## src/rtl/nand_stim_pkg.sv

```systemverilog
// Shared types and constants for the NAND stimulus generator.
// Holds the sequencer state enum and the checker saturation limit.
package nand_stim_pkg;

    typedef enum logic [1:0] {
        IDLE,
        RUN,
        DONE
    } state_t;

    localparam logic [7:0] ERR_MAX = 8'd255;

endpackage

```

## src/rtl/nand_stim_gen_toggler.sv

```systemverilog
// Half-period counter plus toggle flop; one instance drives A, one drives B.
// fall is combinational: high on the edge that will take q from 1 to 0.
module half_period_toggler #(
    parameter int CNT_W = 16
) (
    input  logic             clk,
    input  logic             rst_n,
    input  logic             en,
    input  logic             clear,
    input  logic [CNT_W-1:0] half,
    output logic             q,
    output logic             fall
);

    localparam logic [CNT_W-1:0] ONE = {{(CNT_W-1){1'b0}}, 1'b1};

    logic [CNT_W-1:0] cnt;
    logic             wrap;

    assign wrap = en && (cnt == half - ONE);
    assign fall = wrap && q;

    // Count cycles while enabled; toggle q and restart at the half period.
    always_ff @(posedge clk or negedge rst_n) begin
        if (!rst_n) begin
            cnt <= '0;
            q   <= 1'b0;
        end else if (clear) begin
            cnt <= '0;
            q   <= 1'b0;
        end else if (wrap) begin
            cnt <= '0;
            q   <= ~q;
        end else if (en) begin
            cnt <= cnt + ONE;
        end
    end

endmodule

```

## src/rtl/nand_stim_gen.sv

```systemverilog
// A/B sweep generator for the two-input NAND cell with start/busy/done.
// Define NAND_STIM_CHECK_EN to add the out1 checker (out1, err_cnt, err).
module nand_stim_gen
    import nand_stim_pkg::*;
#(
    parameter int CNT_W = 16,
    parameter int REP_W = 8
) (
    input  logic             clk,
    input  logic             rst_n,
    input  logic             start,
    input  logic [CNT_W-1:0] half_a,
    input  logic [CNT_W-1:0] half_b,
    input  logic [REP_W-1:0] reps,
    output logic             A,
    output logic             B,
    output logic             busy,
    output logic             done
`ifdef NAND_STIM_CHECK_EN
   ,input  logic             out1,
    output logic [7:0]       err_cnt,
    output logic             err
`endif
);

    localparam logic [REP_W-1:0] REP_ONE = {{(REP_W-1){1'b0}}, 1'b1};

    state_t           state;
    state_t           nxt;
    logic [CNT_W-1:0] half_a_q;
    logic [CNT_W-1:0] half_b_q;
    logic [REP_W-1:0] reps_q;
    logic [REP_W-1:0] rep_cnt;
    logic             launch;
    logic             zero;
    logic             last;
    logic             run;
    logic             fall_a;
    logic             fall_b;

    assign run    = (state == RUN);
    assign launch = (state == IDLE) && start;
    assign zero   = (half_a == '0) || (half_b == '0) || (reps == '0);
    assign last   = run && fall_b && (rep_cnt == reps_q - REP_ONE);
    assign busy   = run;
    assign done   = (state == DONE);

    // State register.
    always_ff @(posedge clk or negedge rst_n) begin
        if (!rst_n) state <= IDLE;
        else        state <= nxt;
    end

    // Next state: zero-parameter launches skip straight to DONE.
    always_comb begin
        nxt = state;
        unique case (state)
            IDLE:    if (start) nxt = zero ? DONE : RUN;
            RUN:     if (last) nxt = DONE;
            DONE:    nxt = IDLE;
            default: nxt = IDLE;
        endcase
    end

    // Latch the run parameters at launch; count B falling edges.
    always_ff @(posedge clk or negedge rst_n) begin
        if (!rst_n) begin
            half_a_q <= '0;
            half_b_q <= '0;
            reps_q   <= '0;
            rep_cnt  <= '0;
        end else if (launch) begin
            half_a_q <= half_a;
            half_b_q <= half_b;
            reps_q   <= reps;
            rep_cnt  <= '0;
        end else if (run && fall_b) begin
            rep_cnt  <= rep_cnt + REP_ONE;
        end
    end

    // Clearing on the final edge forces A low together with B's last fall.
    half_period_toggler #(.CNT_W(CNT_W)) u_tog_a (
        .clk   (clk),
        .rst_n (rst_n),
        .en    (run),
        .clear (!run || last),
        .half  (half_a_q),
        .q     (A),
        .fall  (fall_a)
    );

    half_period_toggler #(.CNT_W(CNT_W)) u_tog_b (
        .clk   (clk),
        .rst_n (rst_n),
        .en    (run),
        .clear (!run || last),
        .half  (half_b_q),
        .q     (B),
        .fall  (fall_b)
    );

`ifdef NAND_STIM_CHECK_EN
    logic a_q;
    logic b_q;
    logic run_q;

    // One-cycle copies of A/B so out1 is judged against the inputs it saw.
    always_ff @(posedge clk or negedge rst_n) begin
        if (!rst_n) begin
            a_q   <= 1'b0;
            b_q   <= 1'b0;
            run_q <= 1'b0;
        end else begin
            a_q   <= A;
            b_q   <= B;
            run_q <= run;
        end
    end

    // Count mismatches of out1 against the delayed NAND, saturating.
    always_ff @(posedge clk or negedge rst_n) begin
        if (!rst_n) begin
            err_cnt <= '0;
            err     <= 1'b0;
        end else if (launch) begin
            err_cnt <= '0;
            err     <= 1'b0;
        end else if (run_q && (out1 != ~(a_q & b_q))) begin
            if (err_cnt != ERR_MAX) err_cnt <= err_cnt + 8'd1;
            err <= 1'b1;
        end
    end
`else
    logic unused;
    assign unused = fall_a;
`endif

endmodule

```

## config.mk

```make
export PLATFORM = sky130hd
export DESIGN_NAME = nand_stim_gen
export DESIGN_NICKNAME = d
export VERILOG_FILES = /design/src/rtl/nand_stim_pkg.sv /design/src/rtl/nand_stim_gen_toggler.sv /design/src/rtl/nand_stim_gen.sv
export SDC_FILE = /design/constraint.sdc
export NUM_CORES = 1
export LEC_CHECK = 0
export ABC_AREA = 1
export CAP_MARGIN = 20
export CORE_ASPECT_RATIO = 0.8
export CORE_MARGIN = 2
export CORE_UTILIZATION = 50
export DETAILED_ROUTE_END_ITERATION = 10
export PLACE_DENSITY = 0.72
export SLEW_MARGIN = 20
export SYNTH_ARGS = -nofsm -noshare
export SYNTH_HDL_FRONTEND = slang
export SYNTH_SLANG_ARGS = --single-unit
```

## constraint.sdc

```tcl
create_clock -name clk -period 2.8 [get_ports clk]
set_input_delay 0.7 -clock clk [delete_from_list [all_inputs] [get_ports clk]]
set_output_delay 0.7 -clock clk [all_outputs]
set_load 0.02 [all_outputs]
```

==> impl_metrics.tcl <==
set metrics [dict create \
    status "completed" \
    vias 5213 \
    slowest_stage "dfrtp_1" \
    arrival_ps 2640 \
    p_per_area_nw_per_um2 383 \
    syn_avg_cell_area_um2 6.96 \
    netlist_area_um2 5680 \
    post_cts.repair.setup_buffers 0 \
    wl_per_cell_um 14.0 \
    setup_viol 0 \
    clock_skew_ps 5.86 \
    cts.sinks 84 \
    finalHoldViolations 0 \
    path_cells "inv_1, ha_1, nand3_4, nor2_4, nand2_1, nand3_1, nand2_1, nor2_2, nand2_1, nor2_2, nand4_2, nand2_4, nor2_1" \
    final.fill_count 1027 \
    critPathMaxStageDelay_ps 390 \
    endpoint_kind "flip-flop" \
    met1_usage 0.382 \
    num-nets-final 911 \
    fin_ws_ps 368 \
    ys_types 37 \
    max-cap-violations 0 \
    gp_congestion 0.954 \
    antenna_found_initial 0 \
    cts_root_buf "clkbuf_16" \
    syn2layout_area_growth_pct 16.5 \
    initial_utilization 0.517 \
    crit_family "simple AND/OR/NAND/NOR gates" \
    cp-start-kind "flip-flop" \
    crit_top_cell "nand2_1" \
    hpwlAfterDp_um 10900 \
    chipWidth_um 123 \
    syn-instance-count 816 \
    fin_crit_ps 2430 \
    hold_class "input port to async pin" \
    seqCellArea_um2 2100 \
    numCtsBuffers 9 \
    critical_path_class "flip-flop to flip-flop" \
    grt_max_degree 44 \
    clock.fmax_mhz 411 \
    busiest_layer "met1" \
    yosysSeqAreaShare 0.370 \
    cts_tree "built" \
    synth_edf_count 0 \
    cts.clk_slew.worst_paths_ps 60 \
    critical_path_buf_inv_count 1 \
    pre_cts_slack_ps 342 \
    total_power_uw 2540 \
    io_buffers 46 \
    top_level_ports 47 \
    drt_wl_total_um 14200 \
    drt-initial-drc-count 461 \
    max_slew.worst_pin.slew_ps 774 \
    report.final.slew_viol_count 0 \
    antenna_left 0 \
    met3_usage 0.0419 \
    drc 0 \
    use_met2 0.368 \
    clk-insertion-delay-late_ps 340 \
    worstPathMaxFanout 34 \
    die_area_um2 12200 \
    fin_crit_sh 0.869 \
    tns_ps 0 \
    relSlewSlack 0.479 \
    grt_pass1_vias 4915 \
    ys_top_cells_by_area "dfrtp_1 37%, nand2_1 14%, nor2_1 8.9%, inv_1 7.4%, nand3_1 5.9%" \
    synthArstFlopShare 1.00 \
    layout_commonest_cell "nand2_1" \
    synth_top_area_frac 0.370 \
    drive_above_1_share 0.0646 \
    clock_path_buffers 2 \
    track_usage 0.250 \
    ys_seq_elements 84 \
    required_ps 3010 \
    hold_buffers 0 \
    p_leak_uw 0.00342 \
    multi_input_area_um2 3080 \
    die_y_um 99.3 \
    rows 34 \
    viasPerCell 5.16 \
    core_region_area_um2 11000 \
    syn-num-nets 865 \
    grt_pass1_wl_um 24100 \
    rrSetupSlack_ps 370 \
    synth_warnings 0 \
    grt_setup_unrepaired "no" \
    layout_common_cells "216 x nand2_1, 135 x nor2_1, 112 x inv_1" \
    yosys.area.top_type "dfrtp_1" \
    ir_drop_uv 265 \
    whs_ps 355 \
    synthFlopType "dfrtp_1" \
    cts_resized 0 \
    cts-htree-levels 3 \
    antenna_cells 0 \
    firstDrtPassIters 5 \
    overflow 0 \
]
[Yosys cell counts, types with 2 or more instances]
cell type	instances
nand2_1	216
nor2_1	135
inv_1	112
dfrtp_1	84
nand3_1	67
xor2_1	37
a21oi_1	30
nand4_1	21
xnor2_1	18
mux2_2	12
nor4_1	11
o21ai_0	11
clkbuf_1	9
nor2_2	7
nor3_1	7
ha_1	6
nand3b_1	6
buf_6	3
nor2_4	3
buf_1	2
nand3_2	2
nor3_2	2
[final timing paths]
| kind | from | to | cells after the start |
|---|---|---|---|
| max | half_b_q[0] | u_tog_b.cnt[14] | 13 |
| min | rst_n | half_a_q[10] | 1 |
| max reg2reg | half_b_q[0] | u_tog_b.cnt[14] | 13 |
| min reg2reg | half_b_q[15] | half_b_q[15] | 1 |
| max in group asynchronous | rst_n | u_tog_b.cnt[8] | 2 |
| min in group clk | half_b_q[15] | half_b_q[15] | 1 |
[per-layer routing]
metal | vias up | wire length [um]
li1 | 2658 | -
met1 | 2425 | 7270
met2 | 117 | 6130
met3 | 13 | 672
met4 | 0 | 128
met5 | - | 0
[through the flow]
stage,instances,area (um^2),utilization
2_1_floorplan,816,5680,-
3_3_place_gp,995,6320,0.575
3_5_place_dp,995,6320,0.575
4_1_cts,1011,6620,0.603
5_1_grt,1011,6620,0.603
6_report,1011,6620,0.603
[logic make-up (layout without fill, tap and decap cells)]
kind of cell             count (synthesis)  count (layout)  share of synthesized area
flip-flops                              84              84                      0.370
AO/OA/AOI/OAI                           45              45                     0.0412
XOR/XNOR                                55              55                     0.0848
adder cells (fa/ha/maj)                  6               6                     0.0132
buffers and inverters                  129             180                     0.0901
multiplexers                            12              12                     0.0238
AND/OR/NAND/NOR                        485             485                      0.377
[worst reg2reg max path, cell delays in order (launching register included)]
cell and delay [ps]:
dfrtp_1 390, inv_1 140, ha_1 270, nand3_4 130, nor2_4 210, nand2_1 70
nand3_1 110, nand2_1 90, nor2_2 110, nand2_1 70, nor2_2 110, nand4_2 130
nand2_4 350, nor2_1 120
[flip-flops by register name (all words and copies together), names as in the netlist]
signal       flops
rep_cnt          8
u_tog_b.cnt     16
u_tog_b.q        1
reps_q           8
u_tog_a.q        1
half_b_q        16
half_a_q        16
state            2
u_tog_a.cnt     16
[power breakdown]
part / switching, uW / leakage (uW) / total [uW] / internal (uW)
Clock: 504 / 0.000149 / 1220 / 714
Sequential: 0 / 0.00100 / 1210 / 1210
Combinational: 46.7 / 0.00227 / 104 / 56.9
[area by class of cell]
class / count / share of cell area
Timing Repair Buffer: 51 / 0.0806
Tap cell: 144 / 0.0272
Sequential cell: 84 / 0.318
Multi-Input combinational cell: 603 / 0.465
Clock inverter: 6 / 0.00927
Inverter: 113 / 0.0641
Clock buffer: 10 / 0.0361
Note: power is estimated with default switching activity, not from simulation.
==> patch 1, RTL diff (same flow settings) <==
The option `NAND_STIM_CHECK_EN` is turned on by a define.
--- a/src/rtl/nand_stim_gen.sv
+++ b/src/rtl/nand_stim_gen.sv
@@ -1,5 +1,7 @@
 // A/B sweep generator for the two-input NAND cell with start/busy/done.
 // Define NAND_STIM_CHECK_EN to add the out1 checker (out1, err_cnt, err).
+`define NAND_STIM_CHECK_EN
+
 module nand_stim_gen
     import nand_stim_pkg::*;
 #(
Interface: changed (added err, err_cnt and out1); port bits go from 47 to 57. The function was not compared with the original's and may differ.
==> patch 1 against the unedited design <==
Count of clock-buffer cells in the layout decreased by 1; wire length increased by 1.9%; setup slack improved by 0.017 ns; die area increased by 9.3%; sequential share of layout area increased by 1.1 points; worst hold slack got worse by 0.027 ns; critical path type unchanged; sequential cell count increased by 12; area after synthesis increased by 9.6%; cell area increased by 10%.
Power is not compared: it rests on default switching activity, and its combinational part moved more than twofold at a synthesized area within 25%.
==> patch 1: results (changes against the unedited design) <==
met1 wire length 7500 um (+3.2%); Synth cell types 34 (-8.1%); Post-Layout Inst Area 7300 um2 (+10%); syn_area_per_cell 6.89 um2 (-0.93%); Final nets 1012 (+11%); share of cells above drive strength 1 0.0538 (-0.0108); reg-to-reg slack, setup 0.39 ns (+0.02 ns); vias in the first global route 5159 (+5.0%); initial antenna violation count 1 (+1); FMAX 414 MHz (+0.72%); met1 usage 0.345 (-0.0370); top post-synthesis cells by count nand2_1, inv_1, nor2_1; outcome completed; Seq pwr share 0.463; drt wl/cell 12.9 um (-7.9%); non-filler cells, final 1118 (+11%); TritonCTS Buffers 9 (unchanged); post-DR vias/cell 5.06 (-1.9%); Clock power frac 0.422; uppermost layer routed met5; Synth async-reset ratio 1.00 (unchanged); Final Skew 0.0122 ns (+0.00632 ns); Inserted Diodes 0 (unchanged); met3 GRT Util 0.0413 (-0.000535); Worst Hold Slack 0.328 ns (-0.0268 ns); largest net degree at the start of global routing 48 (+9.1%); normalized max-slew margin 0.450 (-0.0293); routing usage on met2 0.333 (-0.0356); global-route wire length before repair 24300 um (+0.57%); metal3 WL 653 um (-2.8%); PortBufs 56 (+22%); Routability Congestion 0.904 (-5.3%); # fillers 1158 (+13%); GRT Overall Usage 0.226 (-0.0233); initial drt markers 306 (-34%); dpl cell area 6980 um2 (+10%); total power after layout approximately 0.0032 W; pre-CTS setup slack 0.200 ns (-0.142 ns); Post-CTS Setup Inserts 0 (unchanged); ranking of synthesized cells by area dfrtp_1, nand2_1, inv_1; reg2reg end u_tog_a.q; post-synthesis sequential area ratio 0.386 (+0.0157); synthesized net count 954 (+10%); wire length on met2 6140 um (+0.20%); DP Wirelength 10800 um (-0.15%)
-- patch 1: cell count changes after synthesis, sizes merged, moves of 3 or more --
cell / before / now
nand2: 218 / 287
a21oi: 30 / 10
nor2: 146 / 123
nand3: 70 / 78
dfrtp: 84 / 96
clkbuf: 9 / 12
or2: 1 / 4
xor2: 37 / 33
o21ai: 11 / 45
inv: 113 / 126
mux2: 12 / 0
-- patch 1: cell type report --
class,count,share of cell area
tap,152,0.0260
timing repair buffer,65,0.0908
sequential,96,0.329
clock inverter,7,0.0139
inverter,126,0.0647
clock buffer,9,0.0308
multi-input combinational,663,0.445
-- patch 1: kinds of logic after synthesis --
family	share of synthesized area
and+or+nand+nor	0.382
buffers and inverters	0.0921
DFF	0.386
AOI/OAI and AO/OA	0.0488
xor gates and xnor gates	0.0768
adders and majority gates	0.0141
-- patch 1: worst max-delay path, delay by kind of cell, from the launching register on --
family,cells,cell delay [ns]
and+or+nand+nor,11,1.53
DFF,1,0.38
adders and majority gates,1,0.25
buffers and inverters,1,0.13
==> patch 2, RTL diff (config.mk and constraints unchanged) <==
Without the edit above. The 3 states of `state_t` get a one-hot encoding in 3 bits.
--- a/src/rtl/nand_stim_pkg.sv
+++ b/src/rtl/nand_stim_pkg.sv
@@ -2,10 +2,10 @@
 // Holds the sequencer state enum and the checker saturation limit.
 package nand_stim_pkg;
 
-    typedef enum logic [1:0] {
-        IDLE,
-        RUN,
-        DONE
+    typedef enum logic [2:0] {
+        IDLE = 3'b001,
+        RUN  = 3'b010,
+        DONE = 3'b100
     } state_t;
 
     localparam logic [7:0] ERR_MAX = 8'd255;
Function: no difference found for any inputs over 10 cycles, from zero or initial values and one cycle with rst_n low; not proved beyond that.
==> patch 2 against the unedited design <==
Setup slack lost 0.069 ns; wire length fell by 5.5%; cell area is 3.0% lower; area after synthesis shrank 3.0%; global-route usage fell by 0.19 points; sequential cell count increased by 1; non-clock buffer count increased by 2.
Power is not compared: it rests on default switching activity, and its combinational part moved more than twofold at a synthesized area within 25%.
==> patch 2: results (changes against the unedited design) <==
outcome completed; reg2reg end u_tog_b.cnt[3]; Final nets 885 (-2.9%); Inserted Diodes 0 (unchanged); normalized max-slew margin 0.648 (+0.169); Post-CTS Setup Inserts 0 (unchanged); GRT Overall Usage 0.248 (-0.00190); antenna-violating nets left 0 (unchanged); Arrival @ worst endpoint 1.80 ns (-0.84 ns); clk slew on worst S/H paths 0.06 ns (about the same); ranking of synthesized cells by area dfrtp_1, nand2_1, nor2_1; TritonCTS Buffers 9 (unchanged); clock tree root buffer cell clkbuf_16; routed vias 5010 (-3.9%); htree depth 3 (unchanged); Placed Instances 969 (-2.6%); pre-CTS setup slack 0.318 ns (-0.0246 ns); post-synthesis sequential area ratio 0.387 (+0.0163); Peak VDD IR roughly 0.44 mV; PortBufs 46 (unchanged); Pleak about 3.1 nW; top post-synthesis cells by count nand2_1, nor2_1, inv_1; Detailed Route WL 13400 um (-5.5%); RR Startpoint half_b_q[0]; Hold Path Class primary input to asynchronous set/reset pin; YS warnings 0 (unchanged); initial antenna violation count 0 (unchanged); share of cells above drive strength 1 0.0488 (-0.0158); Synth async-reset ratio 1.00 (unchanged); initial drt markers 326 (-29%); CTS max path bufs 2 (unchanged); Final Skew 0.00516 ns (-0.000703 ns); post-DR vias/cell 5.09 (-1.4%); DP Wirelength 10200 um (-6.0%); dominant synthesized flop cell dfrtp_1; Worst Hold Slack 0.324 ns (-0.0302 ns); reg-to-reg slack, setup 0.31 ns (-0.06 ns); synthesized net count 836 (-3.4%); Clock Latency Late Sink 0.34 ns (about the same); largest net degree at the start of global routing 49 (+11%); Max FO, Critical Path 3 (-91%); Routability Congestion 0.963 (+1.0%); R2R cell count 11 (-2); Worst path slowest cell clkdlybuf4s50_1; TritonRoute pass-1 iters 5 (unchanged); # fillers 1029 (+0.19%); Critical Path Max Stage Delay 0.56 ns (+0.17 ns); quantity of gates resized following cts 0 (unchanged); global-route wire length before repair 23500 um (-2.5%); Synth cell types 32 (-14%); post-synthesis cell count 787 (-3.6%)
patch 2: cell count changes after synthesis, moves of 3 or more:
cell,change
a21oi_1,-28
buf_1,+3
clkbuf_1,-4
inv_1,-16
mux2_2,-12
nand2_1,+35
nand3_1,-10
nand4_1,-6
nor2_1,-28
nor3_1,+3
o21ai_0,+26
xnor2_1,+9
xor2_1,+4
patch 2: how the worst max path moves through the flow:
stage	startpoint	end	slack (ns)	cells past startpoint
after global placement	half_b[13]	state[2]	0.42	8
after floorplan	half_b_q[0]	state[1]	0.77	12
after global routing	half_b_q[0]	u_tog_a.q	0.05	11
final	state[0]	busy	0.30	4
after CTS	state[0]	busy	0.29	4
after detailed placement	half_b_q[0]	state[1]	0.32	11
patch 2: layout make-up:
class / count / area share
Clock inverter: 4 / 0.00760
Inverter: 99 / 0.0579
Timing Repair Buffer: 53 / 0.0814
Tap cell: 144 / 0.0281
Multi-Input combinational cell: 588 / 0.455
Clock buffer: 12 / 0.0384
Sequential cell: 85 / 0.331
patch 2: logic make-up (layout without fill, tap and decap cells):
logic type / after synthesis / after routing / synth area share
and+or+nand+nor: 473 / 473 / 0.368
buffers and inverters: 114 / 168 / 0.0827
DFF: 85 / 85 / 0.387
xor gates and xnor gates: 69 / 69 / 0.112
AOI/OAI and AO/OA: 40 / 40 / 0.0364
adders and majority gates: 6 / 6 / 0.0136
patch 2: power breakdown:
part | leakage, nW | switching (W) | internal (W)
clock | 0.147 | 0.000486 | 0.000715
sequential | 1.11 | 0.000371 | 0.00158
combinational | 1.89 | 0.00156 | 0.000944
total | 3.15 | 0.00241 | 0.00324
patch 2: critical path: cells and delay by family (launching register included):
family | cells | cell delay, ns
buffers and inverters | 3 | 0.76
flip-flops | 1 | 0.53
AND/OR/NAND/NOR | 1 | 0.17
patch 2: through the flow:
stage,area [um2],util
after CTS,6420,0.594
final,6420,0.594
after detailed placement,6130,0.567
after global routing,6420,0.594
after global placement,6130,0.567
after floorplan,5510,-
patch 2: layer usage:
layer  global-route usage  wire length (um)
met1                0.336              6340
met2                0.395              6130
met3               0.0502               649
met4               0.0893               309
met5                    0                 0
